File: config.mk
export PLATFORM = sky130hd
export DESIGN_NAME = pc_unit_bp
export DESIGN_NICKNAME = d
export VERILOG_FILES = /design/src/rtl/pc_unit_bp_pkg.sv /design/src/rtl/pc_unit_bp_btb.sv /design/src/rtl/pc_unit_bp.sv
export SDC_FILE = /design/constraint.sdc
export NUM_CORES = 1
export LEC_CHECK = 0
export ABC_AREA = 1
export BUFFER_PORTS_ARGS = -buffer_cell sky130_fd_sc_hd__buf_2
export CAP_MARGIN = 5
export CORE_ASPECT_RATIO = 0.75
export CORE_MARGIN = 4
export CORE_UTILIZATION = 36
export DETAILED_ROUTE_END_ITERATION = 8
export PLACE_DENSITY_LB_ADDON = 0.1
export SLEW_MARGIN = 25
export SYNTH_ARGS = -nofsm -noshare
export SYNTH_HDL_FRONTEND = slang
export SYNTH_SLANG_ARGS = --single-unit
File: constraint.sdc
create_clock -name i_clk -period 4.3 [get_ports i_clk]
set_input_delay 0.43 -clock i_clk [delete_from_list [all_inputs] [get_ports i_clk]]
set_output_delay 0.43 -clock i_clk [all_outputs]
set_load 0.01 [all_outputs]
File: src/rtl/pc_unit_bp_pkg.sv
// pc_unit_bp_pkg: shared constants for the fetch PC unit and its BTB.
//   - branch condition codes, {N,V,Z} flag bit positions
//   - RUN/HALTED state encoding
//   - 2-bit saturating counter constants and helpers
package pc_unit_bp_pkg;

  localparam logic [2:0] CC_NEQ    = 3'b000;
  localparam logic [2:0] CC_EQ     = 3'b001;
  localparam logic [2:0] CC_GT     = 3'b010;
  localparam logic [2:0] CC_LT     = 3'b011;
  localparam logic [2:0] CC_GEQ    = 3'b100;
  localparam logic [2:0] CC_LEQ    = 3'b101;
  localparam logic [2:0] CC_OVFL   = 3'b110;
  localparam logic [2:0] CC_UNCOND = 3'b111;

  localparam int FLAG_N = 2;
  localparam int FLAG_V = 1;
  localparam int FLAG_Z = 0;

  typedef enum logic {
    ST_RUN    = 1'b0,
    ST_HALTED = 1'b1
  } state_e;

  localparam logic [1:0] CTR_SNT = 2'b00;
  localparam logic [1:0] CTR_WNT = 2'b01;
  localparam logic [1:0] CTR_WT  = 2'b10;
  localparam logic [1:0] CTR_ST  = 2'b11;

  function automatic logic cond_true(input logic [2:0] cc, input logic [2:0] f);
    logic n, v, z;
    n = f[FLAG_N];
    v = f[FLAG_V];
    z = f[FLAG_Z];
    case (cc)
      CC_NEQ:  cond_true = ~z;
      CC_EQ:   cond_true = z;
      CC_GT:   cond_true = ~z & ~n;
      CC_LT:   cond_true = n;
      CC_GEQ:  cond_true = z | ~n;
      CC_LEQ:  cond_true = z | n;
      CC_OVFL: cond_true = v;
      default: cond_true = 1'b1;
    endcase
  endfunction

  function automatic logic [1:0] ctr_inc(input logic [1:0] c);
    ctr_inc = (c == CTR_ST) ? c : c + 2'd1;
  endfunction

  function automatic logic [1:0] ctr_dec(input logic [1:0] c);
    ctr_dec = (c == CTR_SNT) ? c : c - 2'd1;
  endfunction

endpackage

File: src/rtl/pc_unit_bp_btb.sv
// pc_btb: direct-mapped branch target buffer.
//   i_clk, i_rst            clock, sync active-high reset (clears valid bits only)
//   i_rd_word               fetch PC without bit 0 (halfword address)
//   o_rd_taken/o_rd_target  combinational prediction: hit & ctr[1], stored target
//   i_upd_en                resolved branch in EX this cycle
//   i_upd_word              EX PC without bit 0
//   i_upd_taken/_target     resolved outcome
// Reads see the contents before any same-cycle write.
module pc_btb
  import pc_unit_bp_pkg::*;
#(
  parameter int WIDTH     = 16,
  parameter int BTB_DEPTH = 8
) (
  input  logic             i_clk,
  input  logic             i_rst,
  input  logic [WIDTH-2:0] i_rd_word,
  output logic             o_rd_taken,
  output logic [WIDTH-1:0] o_rd_target,
  input  logic             i_upd_en,
  input  logic [WIDTH-2:0] i_upd_word,
  input  logic             i_upd_taken,
  input  logic [WIDTH-1:0] i_upd_target
);

  localparam int IDXW = $clog2(BTB_DEPTH);
  localparam int TAGW = WIDTH - IDXW - 1;

  logic [BTB_DEPTH-1:0] r_valid;
  logic [TAGW-1:0]      r_tag    [BTB_DEPTH];
  logic [WIDTH-1:0]     r_target [BTB_DEPTH];
  logic [1:0]           r_ctr    [BTB_DEPTH];

  logic [IDXW-1:0] w_rd_idx, w_upd_idx;
  logic [TAGW-1:0] w_rd_tag, w_upd_tag;
  logic            w_rd_hit, w_upd_hit;

  assign w_rd_idx  = i_rd_word[IDXW-1:0];
  assign w_rd_tag  = i_rd_word[WIDTH-2:IDXW];
  assign w_upd_idx = i_upd_word[IDXW-1:0];
  assign w_upd_tag = i_upd_word[WIDTH-2:IDXW];

  assign w_rd_hit  = r_valid[w_rd_idx] & (r_tag[w_rd_idx] == w_rd_tag);
  assign w_upd_hit = r_valid[w_upd_idx] & (r_tag[w_upd_idx] == w_upd_tag);

  assign o_rd_taken  = w_rd_hit & r_ctr[w_rd_idx][1];
  assign o_rd_target = r_target[w_rd_idx];

  always_ff @(posedge i_clk) begin
    if (i_rst) begin
      r_valid <= '0;
    end else if (i_upd_en) begin
      if (w_upd_hit) begin
        if (i_upd_taken) begin
          r_ctr[w_upd_idx]    <= ctr_inc(r_ctr[w_upd_idx]);
          r_target[w_upd_idx] <= i_upd_target;
        end else begin
          r_ctr[w_upd_idx] <= ctr_dec(r_ctr[w_upd_idx]);
        end
      end else if (i_upd_taken) begin
        // Allocate weakly-taken; a not-taken miss leaves the slot alone.
        r_valid[w_upd_idx]  <= 1'b1;
        r_tag[w_upd_idx]    <= w_upd_tag;
        r_target[w_upd_idx] <= i_upd_target;
        r_ctr[w_upd_idx]    <= CTR_WT;
      end
    end
  end

endmodule

File: src/rtl/pc_unit_bp.sv
// pc_unit_bp: fetch PC register with BTB prediction, EX branch resolution,
// mispredict redirect and RUN/HALTED state.
//   i_clk, i_rst              clock, sync active-high reset
//   i_stall, i_hlt            hold PC; HLT decoded on the correct path
//   o_pc                      registered fetch address
//   o_pred_taken/o_pred_target prediction for the instruction at o_pc
//   i_ex_*                    branch info from EX (valid, kind, cond, flags,
//                             imm, reg target, pc, carried prediction)
//   o_redirect                combinational mispredict / flush
//   o_halted                  unit is in HALTED
module pc_unit_bp
  import pc_unit_bp_pkg::*;
#(
  parameter int                WIDTH     = 16,
  parameter int                IMM_W     = 9,
  parameter int                BTB_DEPTH = 8,
  parameter logic [WIDTH-1:0]  RESET_PC  = '0
) (
  input  logic             i_clk,
  input  logic             i_rst,
  input  logic             i_stall,
  input  logic             i_hlt,
  output logic [WIDTH-1:0] o_pc,
  output logic             o_pred_taken,
  output logic [WIDTH-1:0] o_pred_target,
  input  logic             i_ex_valid,
  input  logic             i_ex_is_br_imm,
  input  logic             i_ex_is_br_reg,
  input  logic [2:0]       i_ex_cond,
  input  logic [2:0]       i_ex_flags,
  input  logic [IMM_W-1:0] i_ex_imm,
  input  logic [WIDTH-1:0] i_ex_reg_target,
  input  logic [WIDTH-1:0] i_ex_pc,
  input  logic             i_ex_pred_taken,
  input  logic [WIDTH-1:0] i_ex_pred_target,
  output logic             o_redirect,
  output logic             o_halted
);

  logic [WIDTH-1:0] r_pc;
  state_e           r_state, w_state_nxt;

  logic [WIDTH-1:0] w_pc_nxt, w_ex_pc_p2, w_off, w_target, w_redir_addr;
  logic             w_is_br, w_taken, w_mispred, w_redirect;
  logic             w_pred_taken;
  logic [WIDTH-1:0] w_pred_target;

  // EX resolution. Offset is a signed halfword count, so sign-extend and
  // append a zero bit in one step.
  assign w_is_br    = i_ex_is_br_imm | i_ex_is_br_reg;
  assign w_ex_pc_p2 = i_ex_pc + WIDTH'(2);
  assign w_off      = {{(WIDTH-IMM_W-1){i_ex_imm[IMM_W-1]}}, i_ex_imm, 1'b0};
  assign w_target   = i_ex_is_br_imm ? (w_ex_pc_p2 + w_off) : i_ex_reg_target;
  assign w_taken    = i_ex_valid & w_is_br & cond_true(i_ex_cond, i_ex_flags);

  // Non-branches carried as predicted-taken also mispredict here.
  assign w_mispred  = i_ex_valid &
                      ((w_taken != i_ex_pred_taken) |
                       (w_taken & (i_ex_pred_target != w_target)));
  // HALTED cannot legitimately see a mispredict; any such pulse is dropped.
  assign w_redirect   = w_mispred & (r_state == ST_RUN);
  assign w_redir_addr = w_taken ? w_target : w_ex_pc_p2;

  pc_btb #(
    .WIDTH     (WIDTH),
    .BTB_DEPTH (BTB_DEPTH)
  ) u_btb (
    .i_clk        (i_clk),
    .i_rst        (i_rst),
    .i_rd_word    (r_pc[WIDTH-1:1]),
    .o_rd_taken   (w_pred_taken),
    .o_rd_target  (w_pred_target),
    .i_upd_en     (i_ex_valid & w_is_br),
    .i_upd_word   (i_ex_pc[WIDTH-1:1]),
    .i_upd_taken  (w_taken),
    .i_upd_target (w_target)
  );

  always_ff @(posedge i_clk) begin
    if (i_rst) r_state <= ST_RUN;
    else       r_state <= w_state_nxt;
  end

  // A same-cycle redirect means the hlt was fetched on the wrong path.
  always_comb begin
    w_state_nxt = r_state;
    case (r_state)
      ST_RUN:    if (i_hlt & ~w_redirect) w_state_nxt = ST_HALTED;
      default:   w_state_nxt = ST_HALTED;
    endcase
  end

  always_comb begin
    w_pc_nxt = r_pc + WIDTH'(2);
    if (w_redirect)                                     w_pc_nxt = w_redir_addr;
    else if ((r_state == ST_HALTED) | i_hlt | i_stall) w_pc_nxt = r_pc;
    else if (w_pred_taken)                              w_pc_nxt = w_pred_target;
  end

  always_ff @(posedge i_clk) begin
    if (i_rst) r_pc <= RESET_PC;
    else       r_pc <= w_pc_nxt;
  end

  assign o_pc          = r_pc;
  assign o_pred_taken  = w_pred_taken;
  assign o_pred_target = w_pred_target;
  assign o_redirect    = w_redirect;
  assign o_halted      = (r_state == ST_HALTED);

endmodule

==> results of run 1 <==
-- worst max-delay path, delay by kind of cell --
| kind | cells | cell delay, ns |
|---|---|---|
| and+or+nand+nor | 19 | 2.18 |
| buffers and inverters | 5 | 0.54 |
| adders and majority gates | 1 | 0.40 |
-- flip-flops by register name (all words and copies together), names as in the netlist, named ones only --
signal	count
o_halted	1
o_pc	16
u_btb.r_ctr	16
u_btb.r_tag	96
u_btb.r_target	128
u_btb.r_valid	8
-- synth_stat cells (all sizes together) (13+ instances only) --
cell type	number	area [sq um]
nand2	440	1710
edfxtp	240	7210
inv	192	726
nand3	171	923
nor2	170	696
o21ai	149	761
a21oi	65	363
buf	45	380
o22ai	44	275
dfxtp	28	561
clkbuf	27	105
nand4	22	138
o211ai	21	168
nand3b	19	143
xor2	19	166
ha	16	200
or2	13	81.3
-- metrics by stage --
step | TNS (ns) | area (sq um)
after global routing | -0.00304 | 17100
after floorplan | 0 | 15000
after CTS | 0 | 17100
final | 0 | 17100
after detailed placement | 0 | 16300
after global placement | 0 | 16300
-- final cells by class --
type,instances,share of cell area
Clock buffer,36,0.0427
Clock inverter,14,0.00694
Timing Repair Buffer,168,0.0613
Sequential cell,268,0.454
Inverter,193,0.0426
Tap cell,561,0.0410
Multi-Input combinational cell,1190,0.351
-- power by group through the flow --
stage	registers, mW	clock network [mW]	logic (mW)
final	2.99	2.31	1.29
after global routing	2.99	2.46	1.42
after CTS	2.99	2.35	1.28
after detailed placement	3.04	0	1.28
after global placement	3.04	0	1.27
after floorplan	3.01	0	0.807
-- worst paths after layout --
path                          from                to  cells past startpoint
setup / recovery        i_ex_pc[6]        o_redirect                     25
hold / removal               i_hlt          o_halted                      3
setup reg to reg         flip-flop         flip-flop                     12
hold reg to reg   u_btb.r_valid[4]  u_btb.r_valid[4]                      2
-- per-layer routing --
metal	vias to the layer above	track usage
li1	6117	-
met1	6191	0.347
met2	481	0.347
met3	50	0.0414
met4	0	0.0401
met5	-	0
-- kinds of logic (layout without fill, tap and decap cells) --
group | after synthesis | in the layout | share of synthesized area
AND/OR/NAND/NOR | 849 | 849 | 0.254
flip-flops | 268 | 268 | 0.519
AO/OA/AOI/OAI | 303 | 303 | 0.119
buffers and inverters | 266 | 411 | 0.0817
adder cells (fa/ha/maj) | 17 | 17 | 0.0147
XOR/XNOR | 21 | 21 | 0.0123
==> impl.org, run 1 <==
** Run status
- Status :: finished, final reports clean

** Floorplan
- Die Wd :: 244 um
- Starting density of the core :: 0.366
- The region available for standard cell placement spans 40,900 sq um.
- # IOs :: 106
- The floorplan has 64 rows.
- Die area :: 45,000 sq um
- Height of the chip :: 185 um

** Drt
- For this run, design rule violations remaining after detail routing come to 0.
- Post-detailed-route wirelength per cell :: 21.8 um
- In this run, the number of DRC markers left after iteration 0 of detailed routing was 1,293.
- Summed over all nets, wire length on met2 after detailed routing comes to 22.5 mm.
- The final layout contains routed wiring with a total length of 52.9 mm.
- Post-route ant nets :: 0
- For this run, the detailed router's first-pass iteration total came to 6.
- Met1 Wirelength :: 25.5 mm
- The final route contains 12,839 vias.
- After detailed routing, no signal wire sits above met4.
- Detailed routing placed a total of 4.08 mm of wire on met3.
- Detail-routed via count per cell :: 5.28

** Clock tree
- Post-CTS timing repair inserted 0 buffers for setup.
- After clock tree synthesis, the clock-pin slew on the worst setup and hold paths is 0.07 ns.
- In this run the number of H-tree levels came out at 1.
- For this design, the CTS-stage hold fixing added 0 buffers.
- Number of clock buffers inserted by TritonCTS :: 28
- The cell sitting at the root of the clock tree is a sky130_fd_sc_hd__clkbuf_16.
- Clock tree from TritonCTS :: built
- Post-cts repair resize count :: 0
- Number of sinks on the clock net :: 268
- No sink is reached through more buffers than the 3 on the longest clock path.
- For the worst-skew pair, the clock arrives at the later sink with an insertion delay of 0.58 ns.

** Setup path
- STA puts the critical path data arrival time at 3.57 ns.
- Critical path start-end classification :: in -> out
- In this design, the stage delay of the slowest critical-path cell is 0.40 ns.
- Top cell by count, worst path :: sky130_fd_sc_hd__nand2_1
- Worst-case register-to-register setup slack :: 0.96 ns
- The worst setup path is captured at an output port.
- STA puts the critical path data required time at 3.87 ns.
- Master of the slowest instance on the critical path :: sky130_fd_sc_hd__ha_1
- Largest fanout on the critical path :: 5
- STA classifies the critical path startpoint as an input port.

** Global routing
- Pin count of the biggest net entering global routing :: 82
- The via count of the first global-routing pass is 11,913.
- Gr usage total :: 0.229
- The first global-routing pass estimated 77.2 mm of wire.
- Overflow left after global routing :: 0
- The initial antenna violation count came to 2.

** Finish
- Most frequent cells in the layout :: sky130_fd_sc_hd__nand2_1 (425), sky130_fd_sc_hd__edfxtp_1 (240), sky130_fd_sc_hd__inv_1 (179), sky130_fd_sc_hd__nand3_1 (159), sky130_fd_sc_hd__nor2_1 (151)
- Core Util, Final :: 0.418
- Of the cells placed in the final design, the portion with a size suffix greater than 1 is 0.164.
- 0 antenna diodes ended up in the layout.
- Summing all multi-input logic gate instances after layout gives 6020 sq um.
- For this run, the number of standard cells in the final layout without fillers is 2,430.
- The library cell used most frequently in the layout, excluding fill and tap cells, is sky130_fd_sc_hd__nand2_1.
- Final-stage net count :: 1,937
- Compared with the post-synthesis result, the final layout area differs by 14.3%.
- Counting the fill cells in the layout gives 4,133.
- Sequential Area :: 7770 sq um

** Power and ir drop
- Cell-internal power :: 4.57 mW
- Reported leakage power :: 7.04 nW
- Post-layout total power :: 6.58 mW
- Part of the power in the clock network :: 0.351
- Of the total power, registers draw 0.454.
- For this design the total switching power over the nets is 2.01 mW.
- P per Cell Area :: 385 nW/um^2
- Of the total power, combinational logic draws 0.196.
- Switching power as a share of total power :: 0.306
- VDD IR-drop max :: 0.275 mV

** STA
- The max-slew violation count is 0.
- Portion of the clock cycle consumed by the worst path in the final layout :: 0.929
- Hold Slack :: 0.157 ns
- Clock period minus worst slack :: 4.00 ns
- Slew at the pin closest to its max-slew limit :: 0.923 ns
- Setup slack on the critical path of the routed design comes to 0.304 ns.
- Clock skew on the completed layout was measured at 0.0216 ns.
- Max-Slew Margin vs Limit :: 0.384
- Final Hold Violating Endpoints :: 0
- Final setup vio count :: 0
- Timing would allow up to 0.250 GHz.

** Synthesis
- Synthesis-stage register bit count :: 268
- Of the synthesized area, sequential elements account for 0.519.
- Counting every instance in the synthesized netlist gives 1,724.
- Of all flip-flops after synthesis, the portion carrying an async set or reset was 0.
- When the netlist entered floorplanning its net count stood at 1,812.
- After synthesis, the mean cell area works out to 8.69 sq um.
- Prevailing post-synth register cell :: sky130_fd_sc_hd__edfxtp_1
- The number of different library cells used by synthesis comes to 53.
- Yosys printed 0 warnings.
- Number of synthesized flops with an enable pin :: 240
- Summing every instance area after synthesis gives 15,000 sq um.

** Place
- Placed cell count :: 2,380
- Half-perimeter wire length after detailed placement :: 37.9 mm
- Placer congestion estimate :: 0.888
- Place WS :: 0.227 ns
- Number of port buffers :: 105

** Min path
- In this run the worst hold path is classified as in -> reg.

** Run
- Across the run, the number of max-cap violations was 0.
Note: power is estimated with default switching activity, not from simulation.
==> run 2, diff against run 1 <==
Clock period 4.3 ns to 3.4 ns, I/O delays scaled along.
==> run 2 against run 1 <==
Sequential power rose by 25%. Largest cell class unchanged. Global-route usage rose by 0.48 points. Power rose by 32%. Sequential cell count did not move. Clock power rose by 31%. Critical endpoint unchanged. Sequential share of layout area fell by 3.4 points. Critical path depth fell by 3. Non-clock buffer count rose by 106. Register-to-register slack got worse by 0.43 ns. Die area did not move. Via count rose by 2.6%.
==> impl.org, run 2 (synthesis gave the netlist of run 1 again) <==
** Setup path
- The peak fanout along the critical path was 5 (unchanged).
- In this run the worst setup path begins at i_ex_pc[1].
- Worst-case register-to-register setup slack :: 0.53 ns (-0.43 ns)
- In this run the critical register-to-register path is captured at o_pc[6].
- Depth of the worst register-to-register path :: 15 (+3)
- The worst setup path is captured at an output port.
- Arr. time, crit path :: 2.94 ns (-0.63 ns)
- STA classifies the critical path startpoint as an input port.
- The worst setup path is of the in -> out kind.
- Following the worst setup path forward leads to its endpoint at o_redirect.
- The required time reported for the critical path endpoint was 3.06 ns (-0.81 ns).

** Floorplan
- Die area :: 45,000 sq um (unchanged)
- The row count came to 64 (unchanged).
- The x dimension of the die is 244 um (unchanged).
- Height of the chip :: 185 um (unchanged)
- Core region area :: 40,900 sq um (unchanged)
- The number of ports placed on the die boundary is 106 (unchanged).
- Starting density of the core :: 0.366 (unchanged)

** Finish
- The antenna diode count was 0 (unchanged).
- Most frequent cells in the layout :: sky130_fd_sc_hd__nand2_1 (399), sky130_fd_sc_hd__edfxtp_1 (240), sky130_fd_sc_hd__inv_1 (171), sky130_fd_sc_hd__buf_4 (158), sky130_fd_sc_hd__nand3_1 (145)
- Area of the multi-input gates :: 6460 sq um (+7.3%)
- Ratio of cells with drive above 1 in the final layout :: 0.247 (+0.0837)
- Final instance area :: 18,500 sq um (+8.2%)
- Final-stage net count :: 2,043 (+5.5%)
- Largest reg by FF count :: u_btb.r_target
- The area growth from synthesis to layout is 23.7%.
- Most common cell after layout, fill and taps aside :: sky130_fd_sc_hd__nand2_1
- Sequential Area :: 7770 sq um (unchanged)
- The core utilization of the finished layout came to 0.453 (+0.0342).
- Largest registers :: u_btb.r_target (128), u_btb.r_tag (96)
- Number of inserted filler cells in the final layout :: 4,026 (-2.6%)
- The number of flip-flops in the largest register was 128 (unchanged).

** STA
- The number of failing hold endpoints at the final stage was 0 (unchanged).
- The slew at the pin with the worst max-slew slack came to 0.707 ns (-0.216 ns).
- Max-Slew Margin vs Limit :: 0.528 (+0.144)
- Final setup vio count :: 0 (unchanged)
- Highest clock frequency the design can meet :: 0.304 GHz
- The worst hold margin is 0.0667 ns (-0.0900 ns).
- The setup clock skew after layout was 0.0188 ns (-0.00276 ns).
- In the finished design, the share of the clock period the worst path needs comes to 0.966.
- Final-report max-slew violation count :: 0 (unchanged)
- Counting I/O delays and the setup requirement, the final critical path takes 3.28 ns.
- Setup repair after global routing could not meet its margin everywhere.

** Drt
- Number of DRC violations after detailed-routing iteration 0 :: 1,294 (+0.077%)
- The remaining antenna violation count came to 0 (unchanged).
- The number of remaining DRC errors is 0 (unchanged).
- The first-pass iteration count of the detailed router is 5 (-1).
- The overall routed net length was 54.2 mm (+2.5%).
- Total number of vias :: 13,174 (+2.6%)
- The detail-routed net length per standard cell came to 21.4 um (-1.8%).
- Detail-routed via count per cell :: 5.19 (-1.7%)

** Global routing
- Pin count of the biggest net entering global routing :: 65 (-21%)
- Initial antenna violation count :: 3 (+1)
- Via count of the first global-routing pass :: 12,155 (+2.0%)
- The aggregate global-route resource usage was 0.233 (+0.00476).
- Overflow left after global routing :: 0 (unchanged)
- Wire length of the first global-routing pass :: 78.7 mm (+2.0%)

** Power and ir drop
- Reported leakage power :: 7.66 nW (+8.8%)
- P per Cell Area :: 469 nW/um^2 (+22%)
- VDD IR-drop max :: 0.374 mV (+36%)

** Clock tree
- The TritonCTS sink count was 268 (unchanged).
- Clock tree synthesis selected as its root buffer the cell sky130_fd_sc_hd__clkbuf_16.
- Reg clk slew, reported paths :: 0.06 ns (about the same)
- The total clock buffers created by CTS is 28 (unchanged).
- TritonCTS built the clock tree.
- The latest clock arrival within the worst-skew pair came to 0.58 ns (about the same).
- The number of levels in the clock H-tree came to 1 (unchanged).
- CTS max path bufs :: 3 (unchanged)

** Place
- Number of port buffers :: 105 (unchanged)
- The standard cell area after detailed placement was 17,000 sq um (+4.5%).
- The placer's final routability congestion estimate was 0.885 (-0.29%).
- The placed wire-length estimate after detailed placement was 38.8 mm (+2.3%).

** Min path
- Hold WC Path Type :: in -> reg

** Run status
- The flow ran to the end, and the final reports show no timing, DRC or antenna violations.

** Run
- Max capacitance violation total :: 0 (unchanged)
[run 2: cell types whose count changed in the layout (fill, tap and decap cells not counted), moves of 5 or more]
cell and delta:
sky130_fd_sc_hd__buf_2 -8, sky130_fd_sc_hd__buf_4 +99, sky130_fd_sc_hd__buf_6 +7, sky130_fd_sc_hd__ha_1 -13
sky130_fd_sc_hd__ha_4 +12, sky130_fd_sc_hd__inv_1 -8, sky130_fd_sc_hd__inv_2 +6, sky130_fd_sc_hd__nand2_1 -26
sky130_fd_sc_hd__nand2_2 +22, sky130_fd_sc_hd__nand3_1 -14, sky130_fd_sc_hd__nand3_2 +11, sky130_fd_sc_hd__nor2_1 -7
sky130_fd_sc_hd__nor2_4 +5
[run 2: worst min path at each step]
stage / from / end / slack [ns] / cells after the start
5_1_grt: i_hlt / o_halted / 0.12 / 3
3_3_place_gp: u_btb.r_valid[4] / u_btb.r_valid[4] / 0.48 / 2
3_5_place_dp: u_btb.r_valid[3] / u_btb.r_valid[3] / 0.48 / 2
2_1_floorplan: i_rst / o_halted / 0.42 / 1
4_1_cts: i_hlt / o_halted / 0.05 / 3
6_report: i_hlt / o_halted / 0.07 / 3
[run 2: cell type report]
type	instances	area share
clock inverter	13	0.00750
clock buffer	38	0.0409
multi-input combinational	1190	0.349
sequential	268	0.420
tap	561	0.0379
inverter	193	0.0397
timing repair buffer	274	0.105
[run 2: metrics by stage]
step                      setup TNS, ns  instances  power (mW)  worst slack, ns
after detailed placement          -4.92       2475        5.59           -0.261
after CTS                             0       2530        8.65          0.00251
after global placement            -3.42       2475        5.58           -0.205
final                                 0       2537        8.68            0.115
after floorplan                       0       1724        4.82           0.0674
after global routing            -0.0216       2537        9.07          -0.0216
[run 2: where the power goes]
part           total, mW  leakage, nW  switching [mW]  internal [mW]
combinational       1.89         4.86            1.23          0.669
sequential          3.75         2.37          0.0621           3.69
clock               3.03        0.437            1.31           1.72
total               8.68         7.66            2.60           6.08
[run 2: critical path: stages]
cell and delay, ns:
sky130_fd_sc_hd__buf_8 0.11, sky130_fd_sc_hd__inv_4 0.05, sky130_fd_sc_hd__buf_4 0.19, sky130_fd_sc_hd__ha_1 0.24, sky130_fd_sc_hd__fa_2 0.46, sky130_fd_sc_hd__nand2_1 0.13, sky130_fd_sc_hd__nand2_2 0.07, sky130_fd_sc_hd__nand2_1 0.05
sky130_fd_sc_hd__nand2_1 0.05, sky130_fd_sc_hd__nor2_1 0.08, sky130_fd_sc_hd__nand2_1 0.05, sky130_fd_sc_hd__nor2_1 0.15, sky130_fd_sc_hd__nand3_1 0.10, sky130_fd_sc_hd__nor2_1 0.13, sky130_fd_sc_hd__nand2_1 0.06, sky130_fd_sc_hd__nor2_1 0.11
sky130_fd_sc_hd__nand2_1 0.11, sky130_fd_sc_hd__nor2_4 0.14, sky130_fd_sc_hd__nand2_4 0.07, sky130_fd_sc_hd__nand2_4 0.09, sky130_fd_sc_hd__inv_4 0.04, sky130_fd_sc_hd__buf_6 0.11
[run 2: layer usage]
metal  global-route usage  vias to the layer above  share of wire
met5                    0                        -              0
met4               0.0500                        0          0.021
met3               0.0518                       62          0.083
met2                0.344                      473           0.42
met1                0.352                     6311           0.47
li1                     -                     6328              -
[run 2: what timing repair did]
| action | in CTS | in global routing |
|---|---|---|
| hold buffers | 1 | 0 |
| setup buffers | 3 | 7 |
| pin swaps | 16 | 45 |
| resized for setup | 44 | 76 |
| gates cloned | 0 | 0 |
| setup endpoints to repair | 1 | 2 |
| hold endpoints to repair | 1 | 0 |
